$ cat config.mk
export PLATFORM = sky130hd
export DESIGN_NAME = bus_hold_arbiter
export DESIGN_NICKNAME = d
export VERILOG_FILES = /design/src/rtl/bus_hold_arbiter.sv
export SDC_FILE = /design/constraint.sdc
export NUM_CORES = 1
export LEC_CHECK = 0
export CAP_MARGIN = 20
export CORE_ASPECT_RATIO = 0.8
export CORE_MARGIN = 5
export CORE_UTILIZATION = 25
export DETAILED_ROUTE_END_ITERATION = 7
export GPL_ROUTABILITY_DRIVEN = 0
export GPL_TIMING_DRIVEN = 1
export HOLD_SLACK_MARGIN = 0.15
export PLACE_DENSITY = 0.64
export SLEW_MARGIN = 20
export SYNTH_ARGS = -nofsm -noshare
export SYNTH_HDL_FRONTEND = slang
export SYNTH_SLANG_ARGS = --single-unit
$ cat constraint.sdc
create_clock -name clock -period 2.1 [get_ports clock]
set_clock_uncertainty 0.15 [all_clocks]
set_input_delay 0.315 -clock clock [delete_from_list [all_inputs] [get_ports clock]]
set_output_delay 0.315 -clock clock [all_outputs]
set_load 0.005 [all_outputs]
$ cat src/rtl/bus_hold_arbiter.sv
// Bus hold arbiter: CPU/DMA hold-acknowledge handshake, owner address mux and per-channel page registers.
// Optional rotating priority is enabled by defining BUS_ARBITER_ROTATE_PRIORITY_EN.
module bus_hold_arbiter #(
    parameter int NUM_MASTERS   = 4,
    parameter int ADDRESS_WIDTH = 20,
    parameter int PAGE_WIDTH    = 4,
    parameter int SELECT_WIDTH  = 2
) (
    input  logic                              clock,
    input  logic                              reset,
    input  logic [2:0]                        processor_status,
    input  logic                              processor_lock_n,
    input  logic [NUM_MASTERS-1:0]            hold_request,
    output logic                              hold_acknowledge,
    output logic [NUM_MASTERS-1:0]            dma_acknowledge_n,
    output logic [SELECT_WIDTH-1:0]           bus_owner,
    output logic                              address_enable_n,
    output logic                              dma_wait_n,
    input  logic [ADDRESS_WIDTH-1:0]          cpu_address,
    input  logic [ADDRESS_WIDTH-PAGE_WIDTH-1:0] master_address,
    input  logic [ADDRESS_WIDTH-1:0]          address_ext,
    output logic [ADDRESS_WIDTH-1:0]          address,
    output logic                              address_direction,
    input  logic                              page_chip_select_n,
    input  logic                              io_write_n,
    input  logic [SELECT_WIDTH-1:0]           page_select,
    input  logic [PAGE_WIDTH-1:0]             page_data_in
);

    typedef enum logic [2:0] {IDLE, SYNC, FLOAT, OWNED, RELEASE} state_t;

    state_t                  state;
    logic [PAGE_WIDTH-1:0]   page [NUM_MASTERS];
    logic                    any_request;
    logic                    cpu_passive;
    logic                    owner_request;
    logic [PAGE_WIDTH-1:0]   owner_page;
    logic [SELECT_WIDTH-1:0] winner;
    logic                    page_write;
    logic                    unused_status;

    assign any_request   = |hold_request;
    assign cpu_passive   = (processor_status[1:0] == 2'b11);
    assign page_write    = !page_chip_select_n && !io_write_n;
    assign unused_status = processor_status[2];

    always_comb begin
        owner_request = 1'b0;
        owner_page    = '0;
        for (int unsigned i = 0; i < NUM_MASTERS; i++) begin
            if (bus_owner == SELECT_WIDTH'(i)) begin
                owner_request = hold_request[i];
                owner_page    = page[i];
            end
        end
    end

`ifdef BUS_ARBITER_ROTATE_PRIORITY_EN
    logic [SELECT_WIDTH-1:0]    pointer;
    logic [2*NUM_MASTERS-1:0]   doubled;
    logic [NUM_MASTERS-1:0]     rotated;

    // Requests rotated so that bit 0 is the pointer's channel; winner maps back modulo NUM_MASTERS.
    assign doubled = {hold_request, hold_request} >> pointer;
    assign rotated = doubled[NUM_MASTERS-1:0];

    always_comb begin
        int unsigned slot;
        slot   = 0;
        winner = '0;
        for (int unsigned i = NUM_MASTERS; i > 0; i--) begin
            if (rotated[i-1]) begin
                slot = int'(pointer) + i - 1;
                if (slot >= NUM_MASTERS) begin
                    slot = slot - NUM_MASTERS;
                end
                winner = SELECT_WIDTH'(slot);
            end
        end
    end
`else
    always_comb begin
        winner = '0;
        for (int unsigned i = NUM_MASTERS; i > 0; i--) begin
            if (hold_request[i-1]) begin
                winner = SELECT_WIDTH'(i - 1);
            end
        end
    end
`endif

    // Outputs are loaded together with the state transition so they always match the new state.
    always_ff @(posedge clock or posedge reset) begin
        if (reset) begin
            state             <= IDLE;
            hold_acknowledge  <= 1'b0;
            dma_acknowledge_n <= '1;
            bus_owner         <= '0;
            address_enable_n  <= 1'b0;
            dma_wait_n        <= 1'b1;
`ifdef BUS_ARBITER_ROTATE_PRIORITY_EN
            pointer           <= '0;
`endif
        end else begin
            case (state)
                IDLE: begin
                    if (any_request && cpu_passive && processor_lock_n) begin
                        state <= SYNC;
                    end
                end
                SYNC: begin
                    if (any_request) begin
                        state            <= FLOAT;
                        bus_owner        <= winner;
                        address_enable_n <= 1'b1;
                        dma_wait_n       <= 1'b0;
                    end else begin
                        state <= IDLE;
                    end
                end
                FLOAT: begin
                    state            <= OWNED;
                    hold_acknowledge <= 1'b1;
                    for (int unsigned i = 0; i < NUM_MASTERS; i++) begin
                        dma_acknowledge_n[i] <= (bus_owner != SELECT_WIDTH'(i));
                    end
                end
                OWNED: begin
                    if (!owner_request) begin
                        state             <= RELEASE;
                        hold_acknowledge  <= 1'b0;
                        dma_acknowledge_n <= '1;
                    end
                end
                RELEASE: begin
                    state            <= IDLE;
                    bus_owner        <= '0;
                    address_enable_n <= 1'b0;
                    dma_wait_n       <= 1'b1;
`ifdef BUS_ARBITER_ROTATE_PRIORITY_EN
                    if (int'(bus_owner) >= NUM_MASTERS - 1) begin
                        pointer <= '0;
                    end else begin
                        pointer <= bus_owner + 1'b1;
                    end
`endif
                end
                default: begin
                    state <= IDLE;
                end
            endcase
        end
    end

    always_ff @(posedge clock or posedge reset) begin
        if (reset) begin
            for (int unsigned i = 0; i < NUM_MASTERS; i++) begin
                page[i] <= '0;
            end
        end else if (page_write) begin
            for (int unsigned i = 0; i < NUM_MASTERS; i++) begin
                if (page_select == SELECT_WIDTH'(i)) begin
                    page[i] <= page_data_in;
                end
            end
        end
    end

    always_comb begin
        address           = cpu_address;
        address_direction = 1'b0;
        case (state)
            OWNED: begin
                address = {owner_page, master_address};
            end
            FLOAT, RELEASE: begin
                address           = address_ext;
                address_direction = 1'b1;
            end
            default: begin
                address           = cpu_address;
                address_direction = 1'b0;
            end
        endcase
    end

endmodule
Yosys cells after proc, flatten, opt, wreduce, memory -nomap -nowiden
Cells that the tools add are included.

operators by class
  multiplexer cells = 28
  equal/unequal tests = 17
  reductions and logical operators = 20

operators by type and width
  operator                                             count
  case mux 20 bit (2 select lines)                     1
  2-to-1 mux 4 bit                                     5
  AND reduction 2 bit                                  7
  2-to-1 mux 2 bit                                     6
  case mux 3 bit (4 select lines)                      1
  equality test 2 bit, second input constant           5
  != test 2 bit, second input constant                 5
  2-to-1 mux 1 bit                                     8
  case mux 4 bit (2 select lines)                      1
  equality test 3 x 2 -> 1 bit, second input constant  2
  2-to-1 mux 3 bit                                     2
  case mux 1 bit (2 select lines)                      3
  nonzero test 2 bit                                   3
  equality test 2 x 1 -> 1 bit, second input constant  2
  zero test 2 bit                                      2
  case mux 2 bit (2 select lines)                      1
  OR reduction 4 bit                                   1
  equality test 3 x 1 -> 1 bit, second input constant  1
  equality test 3 bit, second input constant           1
  logical AND 1 bit                                    3
  zero test 3 bit                                      1
  zero test 1 bit                                      2
  != test 2 x 1 -> 1 bit, second input constant        1
  OR reduction 2 bit                                   1

storage, ports and cells
  output and inout port bits = 30
  logic and storage cells = 75
  register bits after elaboration = 28

Depth between registers and ports, before layout
Gate-level depths: netlist of the first run.

  word-level depth = 7
  mapped depth = 6
  gate-level depth less buffers = 4

Worst setup path before layout of the first run
OpenSTA, ideal clock, no wires.

  path kind = register to output
  start point = reg bus_owner[0]
  end point = out address[18]
  path slack = 194 ps
  data arrival time = 1,441 ps
  required time = 1,635 ps
  stages on the path, launching flop included = 5
  path buffers = 1
  path through = dfrtp_1 -> buf_6 -> mux4_1 -> and2_0 -> a221o_1

between the ends
  word-level cells in the longest chain between the ends = 6
  elaborated cells between the ends (all ways) = 9

RTL lines
  what                                  RTL line  source
  from (decl)                           16        output logic [SELECT_WIDTH-1:0] bus_owner,
  from (signal assigned)                114       bus_owner <= winner;
  zero test 2 bit                       51        if (bus_owner == SELECT_WIDTH'(i)) begin
  2-to-1 mux 4 bit (3 in a row)         51
  2-to-1 mux 4 bit (*)                  51
  case mux 20 bit (2 select lines) (*)  172       case (state)
  to (decl)                             22        output logic [ADDRESS_WIDTH-1:0] address,

Every way passes the cells marked *; elsewhere a longest branch is shown, timed or not.

Worst setup path in the final report of the first run
  start point = reg state[2]
  end point = out address[17]

between the ends
  word-level cells in the longest chain between the ends = 3
  elaborated cells between the ends (all ways) = 5

RTL lines
  what                                                                        RTL line  source
  from (decl)                                                                 32        state_t state;
  from (signal assigned)                                                      95        state <= IDLE;
  from (signal assigned)                                                      108       state <= SYNC;
  from (signal assigned)                                                      113       state <= FLOAT;
  equality test 3 x 2 -> 1 bit / equality test 3 bit (equally long branches)  172
  OR reduction 2 bit                                                          172
  case mux 20 bit (2 select lines) (*)                                        172

Marked as above.

==> metrics.yaml, run 1 <==
max_freq_ghz: 0.429
wl_met3_microns: 692
dp_hpwl_mm: 4.57
root_buffer: "clkbuf_8"
start_util: 0.253
yosys_register_bits: 28
cts.sinks: 28
first_iter_violations: 85
die_h_microns: 84.0
cp_top_family: "simple AND/OR/NAND/NOR gates"
pre_cts_ws_ns: -0.247
first_global_vias: 1893
met1Wirelength_mm: 2.66
die_w_microns: 102
rsz0062_at_grt: "true"
slew_violations: 0
violations: "setup timing"
synth_seq_area_share: 0.413
finalInstanceArea_sq_um: 3260
cp.depth: 7
area_growth_pct: 90.3
cp.arrival_ns: 1.86
rows: 27
syn_avg_cell_area_sq_um: 10.8
clk_latency_ns: 0.26
critPathSlowestCell: "dfrtp_1"
cts_buffer_depth: 2
status: "complete, but fails checks"
wire_per_inst_microns: 15.8
drc: 0
crit_type: "register to output pin"
synthArstFlopShare: 1.00
wl_mm: 6.09
grt_usage: 0.137
grt_start_max_net_pins: 29
cp_max_fo: 6
core_area_sq_um: 6760
start_kind: "register"
top_layer: "met4"
vias_per_cell: 4.80
synth_flop_cell: "dfrtp_1"
power_density_nw_per_um2: 1270
synth_area_sq_um: 1710
drive_gt1_frac: 0.341
post-route-min-period_ns: 2.33
grt_antenna_before_repair: 0
synth_edf_count: 0
synthesis.nets: 232
cts_made_buffers: 3
syn_inst: 158
hold_path.class: "input pin to async pin"
maxCapViolations: 0
nets: 374
critPathRequiredTime_ns: 1.63
cts_tree: "built"
reg2regPathDepth: 6
cp-end-kind: "output pin"
grt_first_pass_wirelength_mm: 9.59
vias: 1851
dpl-instance-area_sq_um: 2970
synth_cell_types: 31
die-area_sq_um: 8610
port_buffers: 102
antenna_cells: 0
setup_viol: 21
slew_headroom: 0.755
grt_overflow_total: 0
path_buf_inv: 3
tns_ns: -3.76
worst_ir_drop_vdd_v: 0.000513
hold_viol_final: 0
htreeDepth: 1
met2_length_mm: 2.72
worstPathCellList: "or2b_4, buf_6, nor2_4, nor2_4, buf_6, a221o_1, buf_2"
ys.warnings.count: 0
fin_ws_ns: -0.229
tightest_slew_ns: 0.367
ant_nets: 0
clk_pin_slew_ns: 0.09
first_pass_iters: 4
leakage_uw: 0.00144
fin_crit_sh: 1.11
slowest_delay_ns: 0.41
ios: 104
postCtsHoldBufs: 0
==> metrics by stage <==
step,power [uW],util,std cells,hold slack [ns]
floorplan,1980,-,158,0.227
global placement,3250,0.439,362,0.339
detailed placement,3270,0.439,362,0.343
CTS,4160,0.480,383,0.270
global route,4470,0.482,386,0.295
finish,4150,0.482,386,0.253
==> synthesized netlist by cell type (all sizes together) (3+ instances only) <==
cell	n	area, sq um
mux2	16	180
buf	8	55.1
clkbuf	3	11.3
a21o	16	120
and2	4	25.0
o21ai	4	20.0
dfstp	5	131
o21a	3	22.5
nor4	3	18.8
a21oi	6	37.5
mux4	5	120
nor3	6	30.0
a22o	16	140
dfrtp	23	576
a221o	4	40.0
nor2	21	78.8
inv	3	11.3
==> per-layer routing <==
| layer | up-vias | GRT usage |
|---|---|---|
| met5 | - | 0 |
| met4 | 0 | 0.0179 |
| met3 | 2 | 0.0309 |
| met2 | 79 | 0.232 |
| met1 | 877 | 0.181 |
| li1 | 893 | - |
==> report_power, final <==
part / internal, uW / leakage, uW / switching, uW / total [uW]
logic: 1840 / 0.00108 / 1160 / 3000
clock network: 167 / 0.0000288 / 163 / 330
registers: 717 / 0.000328 / 98.7 / 816
==> flip-flops by register name, summed over array words and instances (netlist names) <==
register	cells
hold_acknowledge	1
dma_acknowledge_n	4
dma_wait_n	1
bus_owner	2
state	3
address_enable_n	1
page	16
==> what timing repair did <==
action / CTS / global route
buffers inserted: 13 / 4
setup endpoints to repair: 21 / 21
hold endpoints to repair: 0 / 0
cloned: 4 / 0
gates resized for setup: 112 / 1
pin swaps: 22 / 7
==> placed cells by master (no fill, tap or decap), types with 3 or more instances in the layout <==
cell	netlist	layout
nor4_1	3	3
mux4_2	3	4
dfstp_2	5	5
buf_4	1	26
dfrtp_1	23	23
buf_6	2	13
mux2_2	16	16
a221o_1	4	4
inv_1	3	3
a21oi_1	4	4
buf_2	5	20
clkbuf_8	0	4
and2_0	4	4
buf_16	0	3
a21o_1	16	16
a22o_1	16	16
nor2_1	21	19
clkdlybuf4s50_1	0	81
buf_12	0	3
o21ai_0	4	4
o21a_1	3	3
nor3_1	6	6
==> final timing paths <==
check	endpoint	slack [ns]	start
max reg2reg	dma_acknowledge_n[2]	0.21	bus_owner[0]
min in group clock	hold_acknowledge	0.36	hold_acknowledge
min	address_enable_n	0.25	reset
max in group asynchronous	dma_acknowledge_n[2]	1.24	reset
max	address[17]	-0.23	state[2]
min reg2reg	hold_acknowledge	0.36	hold_acknowledge
==> tightest hold or removal path: stages <==
cell and delay (ns):
clkdlybuf4s50_1 0.39, inv_1 0.05, buf_4 0.33
==> cell type report <==
class | instances | area [sq um]
clock buffer | 4 | 55.1
inverter | 3 | 11.3
multi-input combinational | 116 | 952
fill | 629 | 3500
timing repair buffer | 148 | 1420
tap | 87 | 109
sequential | 28 | 707
==> logic make-up after synthesis <==
family          Yosys count  synth area share
compound gates           54             0.243
simple gates             41             0.123
flops                    28             0.413
mux                      21             0.176
buf+inv                  14            0.0454
(Power assumes the default switching activity.)
==> run 2: changes to the inputs <==
--- a/config.mk
+++ b/config.mk
@@ -8,12 +8,12 @@
 export CAP_MARGIN = 20
 export CORE_ASPECT_RATIO = 0.8
 export CORE_MARGIN = 5
-export CORE_UTILIZATION = 25
+export CORE_UTILIZATION = 37
 export DETAILED_ROUTE_END_ITERATION = 7
 export GPL_ROUTABILITY_DRIVEN = 0
 export GPL_TIMING_DRIVEN = 1
 export HOLD_SLACK_MARGIN = 0.15
-export PLACE_DENSITY = 0.64
+export PLACE_DENSITY = 0.86
 export SLEW_MARGIN = 20
 export SYNTH_ARGS = -nofsm -noshare
 export SYNTH_HDL_FRONTEND = slang
==> constraint.sdc (replaced) <==
create_clock -name clock -period 2.1 [get_ports clock]
set_clock_uncertainty 0.15 [all_clocks]
set_input_delay 0.42 -clock clock [delete_from_list [all_inputs] [get_ports clock]]
set_output_delay 0.42 -clock clock [all_outputs]
set_load 0.005 [all_outputs]
==> metrics.yaml, run 2 (synthesis gave the netlist of run 1 again) <==
status: "complete, but fails checks"
violations: "setup timing"
maxCapViolations: 0  # unchanged
critPathRequiredTime_ns: 1.53  # -0.10 ns
root_buffer: "clkbuf_8"
crit_type: "register to output pin"
fin_crit_sh: 1.16  # +0.0523
wl_mm: 5.97  # -2.0%
fin_cells: 358  # -7.3%
tightest_slew_ns: 0.465  # +0.0983 ns
largest-register: "page"
start_util: 0.377  # +0.123
fin_ws_ns: -0.339  # -0.110 ns
wire_per_inst_microns: 16.7  # +5.7%
die-area_sq_um: 6090  # -29%
core_area_sq_um: 4540  # -33%
leakage_uw: 0.00141  # -1.8%
drive_gt1_frac: 0.346  # +0.00450
grt_antenna_before_repair: 0  # unchanged
power_density_nw_per_um2: 1220  # -4.0%
layout_commonest_cell: "clkdlybuf4s50_1"
fin_util: 0.693  # +0.211
final_cell_mix: "clkdlybuf4s50_1 (81), buf_4 (30), dfrtp_1 (21), buf_2 (20), nor2_1 (19)"
cp-end-kind: "output pin"
rsz0062_at_grt: "true"
die_h_microns: 70.8  # -16%
critPathSlowestCell: "dfrtp_1"
ios: 104  # unchanged
port_buffers: 102  # unchanged
cts.sinks: 28  # unchanged
vias_per_cell: 5.24  # +9.3%
grt_first_pass_wirelength_mm: 9.35  # -2.5%
cts_tree: "built"
slew_violations: 0  # unchanged
reg2reg_slack_ns: 0.24  # +0.03 ns
clk_latency_ns: 0.27  # about the same
worstPathCellList: "or2b_4, buf_12, nor2_4, nor2_4, buf_6, a221o_1, buf_2"
cts_buffer_depth: 2  # unchanged
setup_viol: 21  # unchanged
reg_top3: "page: 16 flops, dma_acknowledge_n: 4 flops, state: 3 flops"
dpl.cell_count: 335  # -7.5%
clk_pin_slew_ns: 0.09  # about the same
dp_hpwl_mm: 4.45  # -2.6%
hold_viol_final: 0  # unchanged
grt_overflow_total: 0  # unchanged
die_w_microns: 86.0  # -16%
max_freq_ghz: 0.410  # -4.5%
largest_reg_flops: 16  # unchanged
pre_cts_ws_ns: -0.464  # -0.217 ns
first_global_vias: 1905  # +0.63%
ant_nets: 0  # unchanged
hold_path.class: "input pin to async pin"
first_iter_violations: 72  # -15%
slew_headroom: 0.689  # -0.0659
nets: 373  # -0.27%
dpl-instance-area_sq_um: 2960  # -0.30%
cp.arrival_ns: 1.87  # about the same
finalInstanceArea_sq_um: 3150  # -3.4%
fillers: 318  # -49%
antenna_cells: 0  # unchanged
htreeDepth: 1  # unchanged
start_kind: "register"
drc: 0  # unchanged
cp_max_fo: 4  # -2
rows: 22  # -19%
slowest_delay_ns: 0.38  # -0.03 ns
grt_start_max_net_pins: 19  # -34%
first_pass_iters: 4  # unchanged
worst_ir_drop_vdd_v: 0.000792  # +54%
vias: 1877  # +1.4%
cts_made_buffers: 3  # unchanged
area_growth_pct: 83.9
grt_usage: 0.191  # +0.0547
cpMostUsedCell: "nor2_4"
postCtsHoldBufs: 0  # unchanged
post-route-min-period_ns: 2.44  # +0.110 ns
-- run 2: stage by stage --
stage / power [uW] / setup TNS [ns] / hold slack, ns
2_1_floorplan: 1980 / 0 / 0.322
3_3_place_gp: 3180 / -8.28 / 0.333
3_5_place_dp: 3230 / -8.48 / 0.342
4_1_cts: 3820 / -5.22 / 0.312
5_1_grt: 4130 / -7.24 / 0.344
6_report: 3850 / -5.40 / 0.297
-- run 2: final cells by class --
| class | instances | area (sq um) | area share |
|---|---|---|---|
| Sequential cell | 28 | 709 | 0.226 |
| Timing Repair Buffer | 147 | 1340 | 0.427 |
| Multi-Input combinational cell | 116 | 952 | 0.303 |
| Clock buffer | 4 | 55.1 | 0.0175 |
| Inverter | 3 | 11.3 | 0.00358 |
| Tap cell | 60 | 75.1 | 0.0239 |
-- run 2: worst paths after layout --
kind	startpoint	to	cells after the start
hold / removal	reset	address_enable_n	2
hold reg to reg	dma_acknowledge_n[1]	dma_acknowledge_n[1]	2
setup / recovery	state[1]	address[17]	7
setup reg to reg	bus_owner[0]	dma_acknowledge_n[3]	6
max in group asynchronous	reset	bus_owner[0]	3
min in group clock	dma_acknowledge_n[1]	dma_acknowledge_n[1]	2
-- run 2: worst max-delay path: cells and delay by family (launching register included) --
kind / cells / cell delay, ns
and+or+nand+nor: 3 / 0.54
buffers and inverters: 3 / 0.39
DFF: 1 / 0.38
AOI/OAI and AO/OA: 1 / 0.29
-- run 2: timing repair --
action	in CTS	in global routing
pin swaps	13	5
setup endpoints to repair	21	21
setup buffers	15	4
gates resized for setup	105	7
gates cloned	4	0
endpoints found under the hold margin	0	0
-- run 2: report_power, final --
part	total [uW]	internal [uW]	switching [uW]	leakage [uW]
Sequential	815	720	94.9	0.000325
Combinational	2700	1610	1090	0.00106
Clock	330	168	162	0.0000288
-- run 2: layer usage --
metal  global-route usage  wire length [microns]  up-vias
met3               0.0466                    603        6
met1                0.239                   2410      906
met4               0.0439                     53        0
li1                     -                      -      884
met5                    0                      0        -
met2                0.334                   2900       81
